## src/rtl/secure_sib.sv

```systemverilog
// Key-protected SIB: opens a hidden IJTAG segment only after the unlock key is shifted in and updated.
// Latency: ToSegSel/Locked/Alarm update on the edge sampling UpdateEn; SO/ToSegSI are register outputs.
// Backpressure: none, strobe driven. Optional idle auto-relock under `define SECURE_SIB_RELOCK_EN.
module secure_sib #(
    parameter int              KEY_W     = 8,
    parameter logic [KEY_W-1:0] KEY      = KEY_W'(8'hA5),
    parameter int              MAX_TRIES = 3
`ifdef SECURE_SIB_RELOCK_EN
    ,
    parameter int              RELOCK_CYCLES = 1024
`endif
) (
    input  logic CLK,
    input  logic Rst,
    input  logic SI,
    input  logic SelectIn,
    input  logic CaptureEn,
    input  logic ShiftEn,
    input  logic UpdateEn,
    input  logic FromSegSO,
    output logic SO,
    output logic ToSegSI,
    output logic ToSegSel,
    output logic Locked,
    output logic Alarm
);

    typedef enum logic [1:0] {
        ST_LOCKED   = 2'd0,
        ST_UNLOCKED = 2'd1,
        ST_BLOCKED  = 2'd2
    } state_t;

    localparam logic [4:0] MaxTries = 5'(MAX_TRIES);

    state_t           state, state_nxt;
    logic [KEY_W-1:0] key_sr, key_sr_nxt;
    logic             sib_sr, sib_sr_nxt;
    logic             sib_upd, sib_upd_nxt;
    logic [3:0]       tries, tries_nxt;
    logic [4:0]       tries_inc;
    logic             do_capture, do_shift, do_update;

    // One action per cycle: Capture beats Shift beats Update.
    assign do_capture = SelectIn & CaptureEn;
    assign do_shift   = SelectIn & ShiftEn & ~CaptureEn;
    assign do_update  = SelectIn & UpdateEn & ~CaptureEn & ~ShiftEn;
    assign tries_inc  = {1'b0, tries} + 5'd1;

`ifdef SECURE_SIB_RELOCK_EN
    localparam int RelockW = $clog2(RELOCK_CYCLES + 1);
    logic [RelockW-1:0] relock_cnt, relock_cnt_nxt;
`endif

    always_comb begin
        state_nxt   = state;
        key_sr_nxt  = key_sr;
        sib_sr_nxt  = sib_sr;
        sib_upd_nxt = sib_upd;
        tries_nxt   = tries;
`ifdef SECURE_SIB_RELOCK_EN
        relock_cnt_nxt = '0;
`endif
        if (do_capture) begin
            key_sr_nxt = '0;
            sib_sr_nxt = sib_upd;
        end else if (do_shift) begin
            key_sr_nxt = {SI, key_sr[KEY_W-1:1]};
            sib_sr_nxt = sib_upd ? FromSegSO : key_sr[0];
        end else if (do_update) begin
            case (state)
                ST_LOCKED: begin
                    if (key_sr == KEY) begin
                        state_nxt   = ST_UNLOCKED;
                        sib_upd_nxt = sib_sr;
                        tries_nxt   = 4'd0;
                    end else begin
                        sib_upd_nxt = 1'b0;
                        if (tries != 4'hF) begin
                            tries_nxt = tries_inc[3:0];
                        end
                        if (tries_inc == MaxTries) begin
                            state_nxt = ST_BLOCKED;
                        end
                    end
                end
                ST_UNLOCKED: begin
                    // Key is not re-checked while open; writing 0 closes and relocks.
                    sib_upd_nxt = sib_sr;
                    if (!sib_sr) begin
                        state_nxt = ST_LOCKED;
                    end
                end
                ST_BLOCKED: begin
                    sib_upd_nxt = 1'b0;
                end
                default: begin
                    state_nxt   = ST_LOCKED;
                    sib_upd_nxt = 1'b0;
                end
            endcase
        end
`ifdef SECURE_SIB_RELOCK_EN
        if (state == ST_UNLOCKED && !(do_capture || do_shift || do_update)) begin
            if (relock_cnt == RelockW'(RELOCK_CYCLES - 1)) begin
                state_nxt   = ST_LOCKED;
                sib_upd_nxt = 1'b0;
            end else begin
                relock_cnt_nxt = relock_cnt + RelockW'(1);
            end
        end
`endif
        if (state == ST_BLOCKED) begin
            sib_upd_nxt = 1'b0;
        end
    end

    always_ff @(posedge CLK) begin
        if (Rst) begin
            state   <= ST_LOCKED;
            key_sr  <= '0;
            sib_sr  <= 1'b0;
            sib_upd <= 1'b0;
            tries   <= 4'd0;
        end else begin
            state   <= state_nxt;
            key_sr  <= key_sr_nxt;
            sib_sr  <= sib_sr_nxt;
            sib_upd <= sib_upd_nxt;
            tries   <= tries_nxt;
        end
    end

`ifdef SECURE_SIB_RELOCK_EN
    always_ff @(posedge CLK) begin
        if (Rst) begin
            relock_cnt <= '0;
        end else begin
            relock_cnt <= relock_cnt_nxt;
        end
    end
`endif

    assign SO       = sib_sr;
    assign ToSegSI  = key_sr[0];
    assign ToSegSel = sib_upd;
    assign Locked   = (state != ST_UNLOCKED);
    assign Alarm    = (state == ST_BLOCKED);

endmodule
```

## config.mk

```make
export PLATFORM = sky130hd
export DESIGN_NAME = secure_sib
export DESIGN_NICKNAME = d
export VERILOG_FILES = /design/src/rtl/secure_sib.sv
export SDC_FILE = /design/constraint.sdc
export NUM_CORES = 1
export LEC_CHECK = 0
export CORE_UTILIZATION = 50
export CTS_CLUSTER_SIZE = 30
export DETAILED_ROUTE_END_ITERATION = 6
export PLACE_DENSITY = 0.72
export SYNTH_ARGS = -nofsm -noshare
export SYNTH_HDL_FRONTEND = slang
export SYNTH_SLANG_ARGS = --single-unit
```

## constraint.sdc

```tcl
create_clock -name CLK -period 1.7 [get_ports CLK]
set_input_delay 0.255 -clock CLK [delete_from_list [all_inputs] [get_ports CLK]]
set_output_delay 0.255 -clock CLK [all_outputs]
set_load 0.01 [all_outputs]
```

# After elaboration in Yosys (flattened, before gate mapping)
# Index checks and enable logic that the tools add are counted.
# classes
add_sub_neg	1
n_eq_ne	8
n_mux	11
n_bitwise	11
n_reduce_logical	8
# ops
operator	n
equality test 8 bit, second input constant	1
two-way mux 4 bit	2
bitwise AND 1 bit	6
two-way mux 2 bit	3
case mux 2 bit (3 select lines)	1
AND reduction 6 bit	1
adder 4 x 1 -> 5 bit, second input constant	1
equality test 5 x 2 -> 1 bit, second input constant	1
inverter 1 bit	5
AND reduction 5 bit	1
two-way mux 1 bit	4
inequality test 4 bit, second input constant	1
nonzero test 2 bit	2
OR reduction 2 bit	2
inequality test 3 bit, second input constant	1
AND reduction 3 bit	1
equality test 2 x 1 -> 1 bit, second input constant	1
equality test 2 bit, second input constant	1
zero test 2 bit	1
inequality test 2 x 1 -> 1 bit, second input constant	1
inequality test 2 bit, second input constant	1
case mux 1 bit (2 select lines)	1
# totals
regBits	16
inputBits	8
output_inout_bits	5

# Longest topological paths before layout
# depth
ltp_word	5
ltp_mapped	6
depth_no_buf	6

# Worst setup path before layout
# OpenSTA, ideal clock, no wires.
# synth_timing
kind	register to register
from	register key_sr[1]
to	register sib_upd, in the netlist ToSegSel
setup_time_ns	0.086
t_arrival_ns	1.183
slack_ns	0.431
stages_incl_launch_ff	5
path_buffers	0
synth_period_minus_slack_ns	1.269
path_cell_list	dfxtp_1 > nor4b_2 > nand4_2 > nand2b_4 > a221oi_2
# synth_between
elab_chain_cells	3
# synth_lines
item	line	rtl
from (decl)	37	logic [KEY_W-1:0] key_sr, key_sr_nxt;
from (signal assigned)	127	key_sr <= key_sr_nxt;
equality test 8 bit	73	if (key_sr == KEY) begin
two-way mux 1 bit	73	
case mux 1 bit (2 select lines)	71	case (state)
to (signal assigned)	129	sib_upd <= sib_upd_nxt;
to (decl)	39	logic sib_upd, sib_upd_nxt;
# Every way passes these cells.
# A chain may end at the register's enable or synchronous reset.

# Final worst setup path
# layout_timing
from	register state[0]
to	output port Alarm
# layout_between
elab_chain_cells	1
# layout_lines
item	line	rtl
from (decl)	36	state_t state, state_nxt;
from (signal assigned)	126	state <= state_nxt;
equality test 2 bit	148	assign Alarm = (state == ST_BLOCKED);
to (decl)	25	output logic Alarm
# Every way passes these cells.

==> impl_metrics.json <==
{
  "crit_arrival_ps": 1350,
  "synth_edf_count": 0,
  "post_cts_buffers": 0,
  "finalCritPeriodShare_pct": 94.5,
  "grt_max_degree": 15,
  "cts_tree": "done",
  "cellPowerDensity_nw_per_um2": 635,
  "p_leak_nw": 0.381,
  "async_reset_ff_share_pct": 0,
  "dr.pass1.iters": 4,
  "ioPinCount": 13,
  "hold_path.class": "reg2reg",
  "slew_viol_final": 0,
  "status": "complete, no violations",
  "period_needed_ps": 1610,
  "gp_congestion": 0.778,
  "avgRoutedWirePerCell_microns": 12.9,
  "num-nets-final": 119,
  "cts_root_buffer": "clkbuf_4",
  "crit_path_start_kind": "register",
  "via_per_inst": 5.70,
  "coreArea_sq_um": 1510,
  "finalSetupViolCount": 0,
  "row_count": 14,
  "path_cells": "nor2b_1 -> clkdlybuf4s50_1",
  "die_area_sq_um": 1790,
  "ys_seq_area_share_pct": 39.3,
  "synthesis.nets": 100,
  "synth_area_leaders": "dfxtp_1 (39%), a22oi_1 (8.3%), nor2_1 (6.0%)",
  "dr.first_iter.drc_count": 21,
  "path_max_fanout": 8,
  "cts_max_path_buffers": 2,
  "insertion_delay_ps": 280,
  "critPathBufInv": 1,
  "max_freq_mhz": 623,
  "die_y_microns": 42.4,
  "yosysTopAreaCellShare_pct": 39.3,
  "grt_pass1_vias": 651,
  "slowest_stage": "clkdlybuf4s50_1",
  "cts_hold_buf": 0,
  "cts_resized": 1,
  "clk_pin_slew_ps": 90,
  "grt.overflow.total": 0,
  "htree_num_levels": 1,
  "maxCapViolations": 0,
  "ys_ff_latch": 16,
  "hold_violations": 0,
  "synth_ff_type": "dfxtp_1",
  "max_slew_margin_pct": 57.0,
  "setup_ws_ps": 94.0,
  "endpoint_kind": "primary output",
  "cp.required_ps": 1440,
  "drc": 0,
  "crit_family": "buffers and inverters",
  "syn_area_sq_um": 815,
  "grt_antenna_before_repair": 0,
  "clock_sinks": 16,
  "clock_skew_ps": 5.03,
  "hold_ws_ps": 511,
  "pre_cts_ws_ps": -73.1,
  "synth_cell_types": 33,
  "worst_ir_drop_vdd_mv": 0.500,
  "yosysTopAreaCell": "dfxtp_1",
  "die_w_microns": 42.4,
  "grt_usage_pct": 20.1,
  "dp_hpwl_microns": 1180,
  "yosys_warnings": 0,
  "rsz0062_at_grt": "false",
  "antennaDiodeCount": 0,
  "syn_to_final_growth_pct": 23.7,
  "path_class": "reg2out",
  "drtAntennaViolNets": 0,
  "wl_microns": 1590,
  "numCtsBuffers": 3,
  "tightest_slew_ps": 641,
  "vias": 701,
  "grt_pass1_wl_microns": 2680,
  "place_area_sq_um": 981,
  "io_buffers": 12,
  "initial_core_util_pct": 54.1,
  "final_area_sq_um": 1010,
  "critPathMaxStageDelay_ps": 540,
  "drive_gt1_share_pct": 15.9,
  "netlist_instances": 90,
  "avgSynthCellArea_sq_um": 9.05
}
-- routing by layer --
layer / vias up / GRT usage [%] / part of all wire (%)
met5: - / 0 / 0
met4: 0 / 13.8 / 1.2
met3: 2 / 3.88 / 2.8
met2: 11 / 31.4 / 48
met1: 316 / 24.9 / 48
li1: 372 / - / -
-- sequential cells by signal (all words and copies together) (netlist names) --
name,cells
tries,4
key_sr,8
state,2
SO,1
ToSegSel,1
-- report_power, final --
group | switching [mW] | total, mW | leakage [nW] | internal [mW]
Combinational | 0.0308 | 0.0655 | 0.237 | 0.0347
Clock | 0.113 | 0.195 | 0.0138 | 0.0821
Sequential | 0.00279 | 0.379 | 0.130 | 0.376
Total | 0.146 | 0.640 | 0.381 | 0.493
-- Yosys cell counts (all sizes together) (2+ instances only) --
| cell type | n |
|---|---|
| nand3 | 4 |
| and3 | 2 |
| nor2 | 13 |
| nand2b | 3 |
| a21oi | 6 |
| nor3 | 2 |
| clkbuf | 2 |
| ha | 2 |
| nand2 | 5 |
| nor2b | 3 |
| o21ai | 3 |
| a22oi | 9 |
| a221oi | 2 |
| inv | 3 |
| dfxtp | 16 |
| a211oi | 2 |
-- through the flow --
| step | setup TNS [ps] | instances | util, % | total power [mW] |
|---|---|---|---|---|
| floorplan | 0 | 90 | - | 0.417 |
| global placement | 0 | 120 | 65.1 | 0.454 |
| detailed placement | -138 | 120 | 65.1 | 0.455 |
| CTS | 0 | 123 | 66.7 | 0.648 |
| global route | 0 | 123 | 66.9 | 0.666 |
| finish | 0 | 123 | 66.9 | 0.640 |
-- worst paths after layout --
path,start,end,slack [ps],cells past startpoint
min,state[1],state[0],510,1
min reg2reg,state[1],state[0],510,1
max reg2reg,key_sr[1],ToSegSel,280,4
max,state[0],Alarm,90,2
-- layout make-up --
cell class	instances	area (sq um)
multi-input cells	68	472
repair buffers	17	158
well taps	16	20.0
flip-flops and latches	16	324
inverters	3	11.3
fillers	131	499
clock buffers	3	22.5
-- logic make-up after synthesis --
kind of cell	synth area share, %
AO/OA/AOI/OAI	22.4
XOR/XNOR	1.08
adder cells (fa/ha/maj)	3.07
buffers and inverters	2.76
flip-flops	39.3
AND/OR/NAND/NOR	31.3
-- cells in the final DEF (no fill, tap or decap), types with 2 or more instances in the layout --
| cell type | instances |
|---|---|
| buf_4 | 5 |
| nand2_1 | 5 |
| a21oi_1 | 6 |
| nor2_1 | 13 |
| clkdlybuf4s50_1 | 12 |
| nor2b_1 | 3 |
| a22oi_1 | 9 |
| nand3_1 | 4 |
| inv_1 | 3 |
| nand2b_1 | 2 |
| dfxtp_1 | 15 |
| a211oi_1 | 2 |
| o21ai_0 | 2 |
| clkbuf_4 | 3 |
| ha_1 | 2 |
| and3_1 | 2 |
Power figures use the tool's default switching activity.
